===== src/rtl/sw_pio_debounce.sv =====
// Switch PIO: two-flop sync, per-channel debounce, edge capture, level irq.
// 32-bit Avalon-MM slave with read latency 1.
module sw_pio_debounce #(
  parameter  int WIDTH           = 4,
  parameter  int DEBOUNCE_CYCLES = 50000,
  localparam int CNT_W           = $clog2(DEBOUNCE_CYCLES + 1)
) (
  input  logic             clk_clk,
  input  logic             reset_reset_n,
  input  logic [WIDTH-1:0] sw_export,
  input  logic [2:0]       avs_address,
  input  logic             avs_read,
  input  logic             avs_write,
  input  logic [31:0]      avs_writedata,
  output logic [31:0]      avs_readdata,
  output logic             irq
);

  localparam logic [CNT_W-1:0] LAST = CNT_W'(DEBOUNCE_CYCLES - 1);

  logic [WIDTH-1:0] r_s1;
  logic [WIDTH-1:0] r_s2;
  logic [WIDTH-1:0] r_db;
  logic [CNT_W-1:0] r_cnt [WIDTH];
  logic [WIDTH-1:0] r_cap;
  logic [WIDTH-1:0] r_mask;
  logic [WIDTH-1:0] r_rise;
  logic [WIDTH-1:0] r_fall;
  logic [31:0]      r_rdata;

  logic [WIDTH-1:0] w_hit;
  logic [WIDTH-1:0] w_db_nxt;
  logic [WIDTH-1:0] w_rise_ev;
  logic [WIDTH-1:0] w_fall_ev;
  logic [WIDTH-1:0] w_wdata;
  logic [WIDTH-1:0] w_clr;
  logic [31:0]      w_rdata;
  logic             w_wr_mask;
  logic             w_wr_cap;
  logic             w_wr_rise;
  logic             w_wr_fall;
  logic             w_unused;

  assign w_unused = ^avs_writedata;
  assign w_wdata  = avs_writedata[WIDTH-1:0];

  assign w_wr_mask = avs_write && (avs_address == 3'd1);
  assign w_wr_cap  = avs_write && (avs_address == 3'd2);
  assign w_wr_rise = avs_write && (avs_address == 3'd3);
  assign w_wr_fall = avs_write && (avs_address == 3'd4);

  // A channel flips only on its DEBOUNCE_CYCLES-th consecutive mismatch.
  always_comb begin
    w_hit = '0;
    for (int i = 0; i < WIDTH; i++) begin
      w_hit[i] = (r_s2[i] != r_db[i]) && (r_cnt[i] == LAST);
    end
  end

  assign w_db_nxt  = r_db ^ w_hit;
  assign w_rise_ev = w_hit & w_db_nxt & r_rise;
  assign w_fall_ev = w_hit & ~w_db_nxt & r_fall;
  assign w_clr     = w_wr_cap ? w_wdata : '0;

  always_ff @(posedge clk_clk or negedge reset_reset_n) begin
    if (!reset_reset_n) begin
      r_s1 <= '0;
      r_s2 <= '0;
      r_db <= '0;
      for (int i = 0; i < WIDTH; i++) begin
        r_cnt[i] <= '0;
      end
    end else begin
      r_s1 <= sw_export;
      r_s2 <= r_s1;
      r_db <= w_db_nxt;
      for (int i = 0; i < WIDTH; i++) begin
        if ((r_s2[i] == r_db[i]) || w_hit[i]) begin
          r_cnt[i] <= '0;
        end else begin
          r_cnt[i] <= r_cnt[i] + CNT_W'(1);
        end
      end
    end
  end

  // New edges win over a same-cycle write-1-to-clear.
  always_ff @(posedge clk_clk or negedge reset_reset_n) begin
    if (!reset_reset_n) begin
      r_cap  <= '0;
      r_mask <= '0;
      r_rise <= '0;
      r_fall <= '0;
    end else begin
      r_cap <= (r_cap & ~w_clr) | w_rise_ev | w_fall_ev;
      if (w_wr_mask) r_mask <= w_wdata;
      if (w_wr_rise) r_rise <= w_wdata;
      if (w_wr_fall) r_fall <= w_wdata;
    end
  end

  always_comb begin
    w_rdata = '0;
    case (avs_address)
      3'd0:    w_rdata = 32'(r_db);
      3'd1:    w_rdata = 32'(r_mask);
      3'd2:    w_rdata = 32'(r_cap);
      3'd3:    w_rdata = 32'(r_rise);
      3'd4:    w_rdata = 32'(r_fall);
      3'd5:    w_rdata = 32'(r_s2);
      default: w_rdata = '0;
    endcase
  end

  always_ff @(posedge clk_clk or negedge reset_reset_n) begin
    if (!reset_reset_n) begin
      r_rdata <= '0;
    end else if (avs_read) begin
      r_rdata <= w_rdata;
    end
  end

  assign avs_readdata = r_rdata;
  assign irq          = |(r_cap & r_mask);

endmodule


===== config.mk =====
export PLATFORM = sky130hd
export DESIGN_NAME = sw_pio_debounce
export DESIGN_NICKNAME = d
export VERILOG_FILES = /design/src/rtl/sw_pio_debounce.sv
export SDC_FILE = /design/constraint.sdc
export NUM_CORES = 1
export LEC_CHECK = 0
export ABC_AREA = 1
export BUFFER_PORTS_ARGS = -buffer_cell sky130_fd_sc_hd__buf_2
export CAP_MARGIN = 20
export CORE_ASPECT_RATIO = 0.75
export CORE_UTILIZATION = 62
export DETAILED_ROUTE_END_ITERATION = 6
export PLACE_DENSITY_LB_ADDON = 0.12
export RECOVER_POWER = 25
export SYNTH_ARGS = -nofsm -noshare
export SYNTH_HDL_FRONTEND = slang
export SYNTH_SLANG_ARGS = --single-unit

===== constraint.sdc =====
create_clock -name clk_clk -period 2.82 [get_ports clk_clk]
set_clock_uncertainty 0.05 [all_clocks]
set_input_delay 0.141 -clock clk_clk [delete_from_list [all_inputs] [get_ports clk_clk]]
set_output_delay 0.141 -clock clk_clk [all_outputs]
set_load 0.05 [all_outputs]

-- Word-level counts from Yosys, hierarchy flattened
Cells that the tools add are included.
- bits of input ports: 43
- output and inout port bits: 33
- word-level logic and storage cells: 64
- flip-flop bits (word level): 124
- equality and inequality tests: 17
- mux-type cells: 6
- reductions and logical operators: 14
- add/subtract/negate cells: 4
- bitwise gates (word level): 11
- operator list (cell ; number):
    $add A16 B1 Y16 const B ; 4
    $eq A16 B16 Y1 const B ; 4
    $mux W16 ; 4
    $and A4 B4 Y4 ; 6
    $pmux W4 S6 ; 1
    $logic_and A1 B1 Y1 ; 8
    $not A4 Y4 ; 2
    $or A4 B4 Y4 ; 2
    $eq A3 B2 Y1 const B ; 2
    $eq A3 B3 Y1 const B ; 2
    $eq A1 B1 Y1 ; 4
    $logic_or A1 B1 Y1 ; 4
    $mux W4 ; 1
    $ne A1 B1 Y1 ; 4
    $reduce_or A4 Y1 ; 1
    $xor A4 B4 Y4 ; 1
    $eq A3 B1 Y1 const B ; 1
    $logic_not A3 Y1 ; 1

-- Logic depth before layout (Yosys ltp)
Gate-level depths: netlist of run 1.
- word-level depth: 7
- depth in mapped cells: 9
- depth with buffers taken out: 8

-- Worst setup path after synthesis of run 1
OpenSTA, ideal clock, no wires.
- path type: register to register
- start: reg r_cnt[48] (netlist name)
- end: reg r_cnt[60] (netlist name)
- setup slack: 1373 ps
- stages on the path, launching flop included: 10
- buffers on the path: 1
- data required time: 2650 ps
- library setup time: 120 ps
- data arrival time: 1278 ps
- clock period less this slack: 1447 ps
- path through: dfrtp_1 ha_1 nand2_2 nor2_4 inv_2 nor2_2 nand2_2 nand2_4 buf_6 nor2_1
- longest elaborated chain between the ends: 4
- elaborated cells on any way between the ends: 5
- those cells by class: add/sub: 1; eq/ne: 1; mux: 1; reduce/logical: 2
- RTL lines (item ; RTL line ; text):
    start, declared ; 24 ; logic [CNT_W-1:0] r_cnt [WIDTH];
    start signal, assigned by index ; 81 ; r_cnt[i] <= r_cnt[i] + CNT_W'(1);
    branches (longest 3 deep; another with $add A16 B1 Y16) ; -- ;
    $mux W16 * ; 78 ; if ((r_s2[i] == r_db[i]) || w_hit[i]) begin
Every way passes the cells marked *.
A chain may end at the register's enable or synchronous reset.

-- Final worst setup path of run 1
- start: reg r_cnt[16] (netlist name)
- end: reg r_cnt[22] (netlist name)
The elaborated chain is that of the path after synthesis.

==> metrics.csv, run 1 <==
metric;value;unit
layout_commonest_cell;nor2_1;
vdd_ir_drop_max;0.485;mV
io_pins;76;
synth_warnings;0;
tns;0;ns
met3_length;758;µm
ff2ff_setup_slack;1.09;ns
synth-seq-cells;96;
syn_inst;697;
p_per_area;508;nW/µm²
grt_max_degree;52;
drtIter0Drc;382;
drt-wirelength-per-cell;13.2;µm
crit_path_max_incr_delay;0.42;ns
hpwl;7.97;mm
gr-usage-all-layers;0.278;
chipWidth;108;µm
max_slew.worst_pin.slew;1.17;ns
nNetsFinal;772;
initial_core_util;0.653;
clock_path_buffers;2;
diodes;0;
hp-start;avs_writedata[1];
end_kind;register;
antenna_found_initial;0;
synth_top_family_by_area;simple AND/OR/NAND/NOR gates;
utilization;0.696;
min_path_type;in -> reg;
grt_pass1_wl;18.8;mm
finalPower;0.00284;W
cts_resized;0;
finalHoldViolCount;0;
worstPathMaxFanout;14;
reg2reg_to;r_cnt[22];
cts-root-buf;clkbuf_8;
fmax;577;MHz
overflow;0;
routed_wl;11.1;mm
synth_area;5240;µm²
holdPathStages;3;
clkSinkCount;96;
cts_buffers;9;
seq_area_frac_synth;0.459;
multi_input_area;2380;µm²
critPathLaunchType;register;
cp_data_required_time;3.02;ns
floorplan.die_area;8820;µm²
drive_gt1_frac;0.0685;
crit_arrival;1.93;ns
synth_area_leaders;dfrtp_1 (46%), nor2_1 (11%), nand2_1 (11%), inv_1 (5.4%), nand3_1 (4.9%);
min_to;r_mask[1];
hold_buffers;5;
power.leakage;2.54;nW
routed-via-count;4462;
critPathSlowestCell;dfrtp_1;
period_needed;1.73;ns
criticalPathCategory;reg -> reg;
yosysTopAreaCellShare;0.459;
grt_pass1_vias;4077;
route.met2.wl;4.82;mm
antenna_left;0;
yosysUniqueCellTypes;30;
synthAdderAreaFrac;0.00956;
area_growth;6.64;%
maxSlewHeadroom;0.223;
clk_latency;0.37;ns
synth_top_cell_by_area;dfrtp_1;
portBuffers;19;
synth-simple-area-share;0.320;
rsz0062_at_grt;no;
tritoncts;built;
drc;0;
highest_layer;met4;
final_cell_mix;nor2_1 (152), nand2_1 (147), dfrtp_1 (96);
status;finished clean;
cts_max_level;3;
r2r_start;r_cnt[16];
finalSetupViolations;0;
reg2reg_depth;6;
cap_violations;0;
avgSynthCellArea;7.51;µm²
synthMuxAreaShare;0;
dr.pass1.iters;5;
wl_met1;5.33;mm
die_h;81.6;µm
fp-row-count;28;
fillers;644;
cp_cell_sequence;ha_1, nand3_1, nor2_1, nand2_1, nand2_1, nor2_1;
regArea;2400;µm²
post-cts-setup-buffers;0;
synth-xor-area-share;0.0335;
clk_pin_slew;0.10;ns
timing.final.crit_share;0.614;
report.final.slew_viol_count;0;
globalplace.congestion;0.938;
core_area;8020;µm²
viasPerCell;5.34;
synth_compound_area_frac;0.0710;
-- metal layers --
layer,track usage,vias to the layer above
met5,0,-
met4,0.0849,0
met3,0.0627,19
met2,0.424,153
met1,0.397,2078
li1,-,2212
-- area by class of cell --
type | instances | area share
Multi-Input combinational cell | 516 | 0.426
Timing Repair Buffer | 25 | 0.0296
Clock buffer | 10 | 0.0229
Tap cell | 105 | 0.0235
Clock inverter | 6 | 0.0164
Inverter | 77 | 0.0518
Sequential cell | 96 | 0.430
-- worst max-delay path: cells and delay by family, from the launching register on --
kind	cells	cell delay [ns]
flops	1	0.42
simple gates	5	0.91
fa+ha+maj	1	0.22
-- state kept, by name, indices dropped and copies added, names as in the netlist, named ones only --
| name | flops |
|---|---|
| avs_readdata | 4 |
| r_cap | 4 |
| r_cnt | 64 |
| r_fall | 4 |
| r_mask | 4 |
| r_rise | 4 |
| r_s1 | 4 |
| r_s2 | 4 |
-- how the worst max path moves through the flow --
stage	startpoint	to	cells after the start
final	r_cnt[16]	r_cnt[22]	6
after global placement	r_cnt[16]	r_cnt[22]	6
after floorplan	r_cnt[48]	r_cnt[60]	9
after detailed placement	r_cnt[16]	r_cnt[22]	6
after CTS	r_cnt[0]	r_cnt[9]	6
after global routing	r_cnt[16]	r_cnt[22]	6
-- cell usage after synthesis --
library cell and count:
o21ai_0 47, nand2_1 147, nand4_1 22, conb_1 1, o2111ai_1 1, buf_8 1, nor2_2 3, o211ai_1 1
o21bai_1 6, nand2_2 4, xnor2_1 3, nor3_1 9, dfrtp_1 96, nand3b_1 1, buf_2 2, inv_1 75
nor2_1 152, nand3_1 51, a21oi_1 10, or2_2 2, buf_4 31, ha_1 4, xor2_1 17, and3_1 1
nor2_4 2, o22a_1 2, nand2_4 2, inv_2 2, buf_6 1, a22oi_1 1
-- where the power goes --
group          total, W  internal (W)  switching [W]
registers       0.00150       0.00144      0.0000572
logic          0.000336     0.0000784       0.000258
clock network  0.000997      0.000506       0.000491
-- through the flow --
stage | cell area (µm²) | std cells | hold slack, ns | worst slack [ns]
final | 5580 | 835 | 0.0343 | 1.09
after global routing | 5580 | 835 | 0.0469 | 0.881
after CTS | 5590 | 835 | 0.0152 | 1.09
after detailed placement | 5320 | 814 | 0.140 | 1.10
after global placement | 5320 | 814 | 0.141 | 1.15
after floorplan | 5340 | 724 | -0.205 | 1.37
-- cell families after synthesis --
| kind of cell | Yosys count |
|---|---|
| flip-flops | 96 |
| AO/OA/AOI/OAI | 68 |
| buffers and inverters | 112 |
| XOR/XNOR | 20 |
| adder cells (fa/ha/maj) | 4 |
| AND/OR/NAND/NOR | 396 |
| other | 1 |
(Power assumes the default switching activity.)
==> inputs of run 2 (changes only) <==
CORE_UTILIZATION = 58   (was 62)
clock period = 1.64 ns   (was 2.82 ns; I/O delays follow)
==> run 2 against run 1 <==
Net effect:
- critical endpoint is now r_cnt[39]
- sequential share of layout area down 1.6 points
- via count up 0.63%
- core utilization down 2.2 points
- routed wire length down 1.4%
- critical path depth up 2
- the flow now finishes with violations (DRC)
- register-to-register slack worse by 0.97 ns
- hold slack worse by 0.033 ns
- fmax up 14%
- combinational power up 79%
- non-clock buffer count up 12
==> metrics.csv, run 2 (synthesis results as in run 1) <==
metric;value;unit
status;finished, violations left;
violations;DRC;
period_needed;1.52;ns
drc;5;
grt_max_degree;46;
core_area;8600;µm²
drive_gt1_frac;0.0822;
utilization;0.674;
fp-row-count;29;
p_per_area;923;nW/µm²
crit_arrival;1.71;ns
timing.final.crit_share;0.930;
layout_commonest_cell;nor2_1;
report.final.slew_viol_count;0;
area_growth;10.7;%
vdd_ir_drop_max;0.661;mV
portBuffers;19;
hpwl;7.91;mm
floorplan.die_area;9420;µm²
clk_latency;0.35;ns
grt_pass1_vias;4207;
finalHoldViolCount;0;
post-cts-setup-buffers;0;
finalPower;0.00535;W
r2r_start;r_cnt[32];
diodes;0;
reg2reg_depth;8;
dr.pass1.iters;7;
globalplace.congestion;0.926;
clock_path_buffers;2;
fmax;656;MHz
tritoncts;built;
min_to;r_fall[0];
cts-root-buf;clkbuf_16;
power.leakage;2.64;nW
io_pins;76;
routed-via-count;4490;
placed_cell_area;5420;µm²
die_h;84.3;µm
viasPerCell;5.28;
nNetsFinal;784;
worstPathMaxFanout;15;
routed_wl;10.9;mm
min_path_type;in -> reg;
initial_core_util;0.609;
maxSlewHeadroom;0.400;
grt_pass1_wl;19.3;mm
criticalPathCategory;reg -> reg;
fillers;690;
cap_violations;0;
finalSetupViolations;0;
max_slew.worst_pin.slew;0.900;ns
rsz0062_at_grt;no;
regMostFlops;r_cnt;
clk_pin_slew;0.07;ns
antenna_found_initial;0;
cts_buffers;9;
clkSinkCount;96;
gr-usage-all-layers;0.256;
holdPathStages;3;
drtIter0Drc;334;
ff2ff_setup_slack;0.12;ns
critPathLaunchType;register;
end_kind;register;
final_cell_mix;nor2_1 (153), nand2_1 (147), dfrtp_1 (96);
hp-start;avs_writedata[0];
largest_reg_flops;64;
tns;0;ns
final_cell_area;5800;µm²
drt-wirelength-per-cell;12.8;µm
antenna_left;0;
reg2reg_to;r_cnt[39];
cts_max_level;3;
overflow;0;
chipWidth;112;µm
cp_data_required_time;1.83;ns
-- run 2: cell types whose count changed in the layout (fill, tap and decap cells not counted), sizes merged --
cell         before  now
bufinv            2    1
clkbuf           11   13
dlygate4sd3       5    6
clkinv            2    3
buf              19   28
-- run 2: per-layer routing --
| metal | GRT usage | routed length, µm | vias to the layer above |
|---|---|---|---|
| li1 | - | - | 2239 |
| met1 | 0.367 | 5350 | 2087 |
| met2 | 0.396 | 4760 | 153 |
| met3 | 0.0527 | 697 | 11 |
| met4 | 0.0676 | 94 | 0 |
| met5 | 0 | 0 | - |
-- run 2: critical path, cell delays in order (launching register included) --
cell and delay, ns:
dfrtp_1 0.40, ha_2 0.22, nand2_2 0.10, nor2_4 0.15, inv_2 0.05, nor2_2 0.11
nand2_2 0.13, nand2_8 0.14, nor2_1 0.07
-- run 2: area by class of cell --
| class | count | area [µm²] | share of cell area |
|---|---|---|---|
| inverter | 77 | 289 | 0.0499 |
| sequential | 96 | 2400 | 0.414 |
| multi-input combinational | 516 | 2400 | 0.414 |
| timing repair buffer | 37 | 268 | 0.0462 |
| clock inverter | 6 | 66.3 | 0.0114 |
| clock buffer | 10 | 239 | 0.0412 |
| tap | 108 | 135 | 0.0233 |
-- run 2: per-stage QoR --
stage / hold WS [ns] / std cells / setup slack [ns]
2_1_floorplan: -0.264 / 724 / 0.193
3_3_place_gp: 0.0184 / 828 / 0.126
3_5_place_dp: 0.0168 / 828 / 0.0740
4_1_cts: 0.00202 / 850 / 0.0695
5_1_grt: 0.0435 / 850 / 0.00200
6_report: 0.00166 / 850 / 0.116
-- run 2: how the worst max path moves through the flow --
stage	start	end	cells after the start
after CTS	r_cnt[49]	r_cnt[57]	8
final	r_cnt[32]	r_cnt[39]	8
after global placement	r_cnt[32]	r_cnt[45]	8
after global routing	r_cnt[49]	r_cnt[57]	8
after detailed placement	r_cnt[32]	r_cnt[39]	8
after floorplan	r_cnt[48]	r_cnt[60]	9
-- run 2: report_power, final --
part           total (W)  switching (W)  internal [W]
Sequential       0.00258      0.0000975       0.00249
Clock            0.00216       0.000932       0.00123
Combinational   0.000600       0.000446      0.000154
-- run 2: repair_timing --
action	in CTS	in global routing
gates resized for setup	0	4
setup endpoints to repair	0	29
hold buffers	6	0
hold endpoints to repair	39	0
==> inputs of run 3 (changes only) <==
==> constraint.sdc (replaced) <==
create_clock -name clk_clk -period 1.64 [get_ports clk_clk]
set_clock_uncertainty 0.05 [all_clocks]
set_input_delay 0.41 -clock clk_clk [delete_from_list [all_inputs] [get_ports clk_clk]]
set_output_delay 0.41 -clock clk_clk [all_outputs]
set_load 0.05 [all_outputs]
==> run 3 against run 2 <==
Net effect:
- the run ends with DRC, setup timing left
- register-to-register slack is essentially flat
- die area is the same
- critical path depth shrank 5
- sequential power is essentially flat
==> metrics.csv, run 3 (synthesis results as in run 1) <==
metric;value;unit
grt_pass1_vias;4293;
routed_wl;10.8;mm
power.leakage;2.68;nW
diodes;0;
dr.pass1.iters;7;
clk_latency;0.34;ns
core_area;8600;µm²
chipWidth;112;µm
cap_violations;0;
nNetsFinal;789;
final_cell_mix;nor2_1 (152), nand2_1 (147), dfrtp_1 (96);
report.final.slew_viol_count;0;
drc;5;
clk_pin_slew;0.06;ns
floorplan.die_area;9420;µm²
highest_layer;met4;
min_to;r_s1[0];
fin_ws;-0.00285;ns
tns;-0.00285;ns
holdPathStages;1;
reg2reg_depth;6;
drive_gt1_frac;0.0977;
clkSinkCount;96;
met3_length;530;µm
layout_commonest_cell;nor2_1;
finalHoldViolCount;0;
largest_reg_flops;64;
routed-via-count;4490;
worstPathMaxFanout;2;
cp_cell_sequence;inv_1, o2111ai_2, buf_6;
max_slew.worst_pin.slew;0.714;ns
viasPerCell;5.25;
rsz0062_at_grt;yes;
io_pins;76;
p_per_area;906;nW/µm²
globalplace.congestion;0.908;
finalSetupViolations;1;
area_growth;10.8;%
critPathSlowestCell;dfrtp_1;
maxSlewHeadroom;0.522;
criticalPathCategory;reg -> out;
cts-root-buf;clkbuf_16;
min_path_type;in -> reg;
hp-start;sw_export[0];
ff2ff_setup_slack;0.12;ns
clock_path_buffers;2;
finalPower;0.00526;W
fp-row-count;29;
reg2reg_to;r_cnt[26];
crit_arrival;1.18;ns
overflow;0;
die_h;84.3;µm
grt_pass1_wl;19.4;mm
cp_data_required_time;1.18;ns
tritoncts;built;
violations;DRC, setup timing;
cts_buffers;9;
drtIter0Drc;324;
r2r_start;r_cnt[17];
wl_met1;5.38;mm
initial_core_util;0.609;
crit_path_max_incr_delay;0.35;ns
fmax;609;MHz
antenna_found_initial;0;
vdd_ir_drop_max;0.876;mV
regMostFlops;r_cnt;
period_needed;1.64;ns
grt_max_degree;43;
status;finished, violations left;
gr-usage-all-layers;0.255;
critPathLaunchType;register;
end_kind;output port;
antenna_left;0;
route.met2.wl;4.82;mm
hpwl;7.97;mm
portBuffers;19;
cts_max_level;3;
drt-wirelength-per-cell;12.7;µm
timing.final.crit_share;1.00;
==> run 3: final cells by class <==
| cell class | instances | area [µm²] |
|---|---|---|
| clock buffer | 13 | 270 |
| clock inverter | 3 | 25.0 |
| fill | 735 | 2800 |
| inverter | 77 | 289 |
| multi-input combinational | 517 | 2410 |
| sequential | 96 | 2400 |
| tap | 108 | 135 |
| timing repair buffer | 41 | 269 |
==> run 3: per-layer routing <==
metal | global-route usage | vias to the layer above
li1 | - | 2255
met1 | 0.361 | 2101
met2 | 0.406 | 124
met3 | 0.0469 | 10
met4 | 0.0663 | 0
met5 | 0 | -
==> run 3: worst max-delay path by stage <==
stage / endpoint / start / slack, ns
2_1_floorplan: r_cnt[60] / r_cnt[48] / 0.19
3_3_place_gp: r_cnt[41] / r_cnt[32] / 0.12
3_5_place_dp: r_cnt[42] / r_cnt[32] / 0.08
4_1_cts: irq / r_cap[2] / 0.00005
5_1_grt: irq / r_cap[2] / -0.02
6_report: irq / r_mask[0] / -0.003
==> run 3: repair_timing <==
action / in CTS / in global routing
setup endpoints to repair: 1 / 16
gates cloned: 0 / 1
hold buffers: 1 / 0
endpoints found under the hold margin: 14 / 0
pin swaps: 0 / 2
resized for setup: 2 / 3
buffers inserted: 0 / 4
==> run 3: power breakdown <==
| part | internal, W | switching (W) |
|---|---|---|
| logic | 0.000176 | 0.000454 |
| clock network | 0.00116 | 0.000888 |
| registers | 0.00249 | 0.0000952 |
| total | 0.00382 | 0.00144 |
==> run 3: metrics by stage <==
step | util | cell area [µm²] | setup slack (ns) | instances | hold WS [ns]
after floorplan | - | 5340 | 0.193 | 724 | 0.0644
after global placement | 0.635 | 5460 | 0.117 | 833 | 0.242
after detailed placement | 0.635 | 5460 | 0.0762 | 833 | 0.243
after CTS | 0.671 | 5770 | 0.0000523 | 850 | 0.116
after global routing | 0.675 | 5800 | -0.0226 | 855 | 0.112
final | 0.675 | 5800 | -0.00285 | 855 | 0.125
==> run 3: critical path: cells and delay by family (launching register included) <==
kind	cells	cell delay [ns]
DFF	1	0.35
buffers and inverters	2	0.26
AOI/OAI and AO/OA	1	0.23
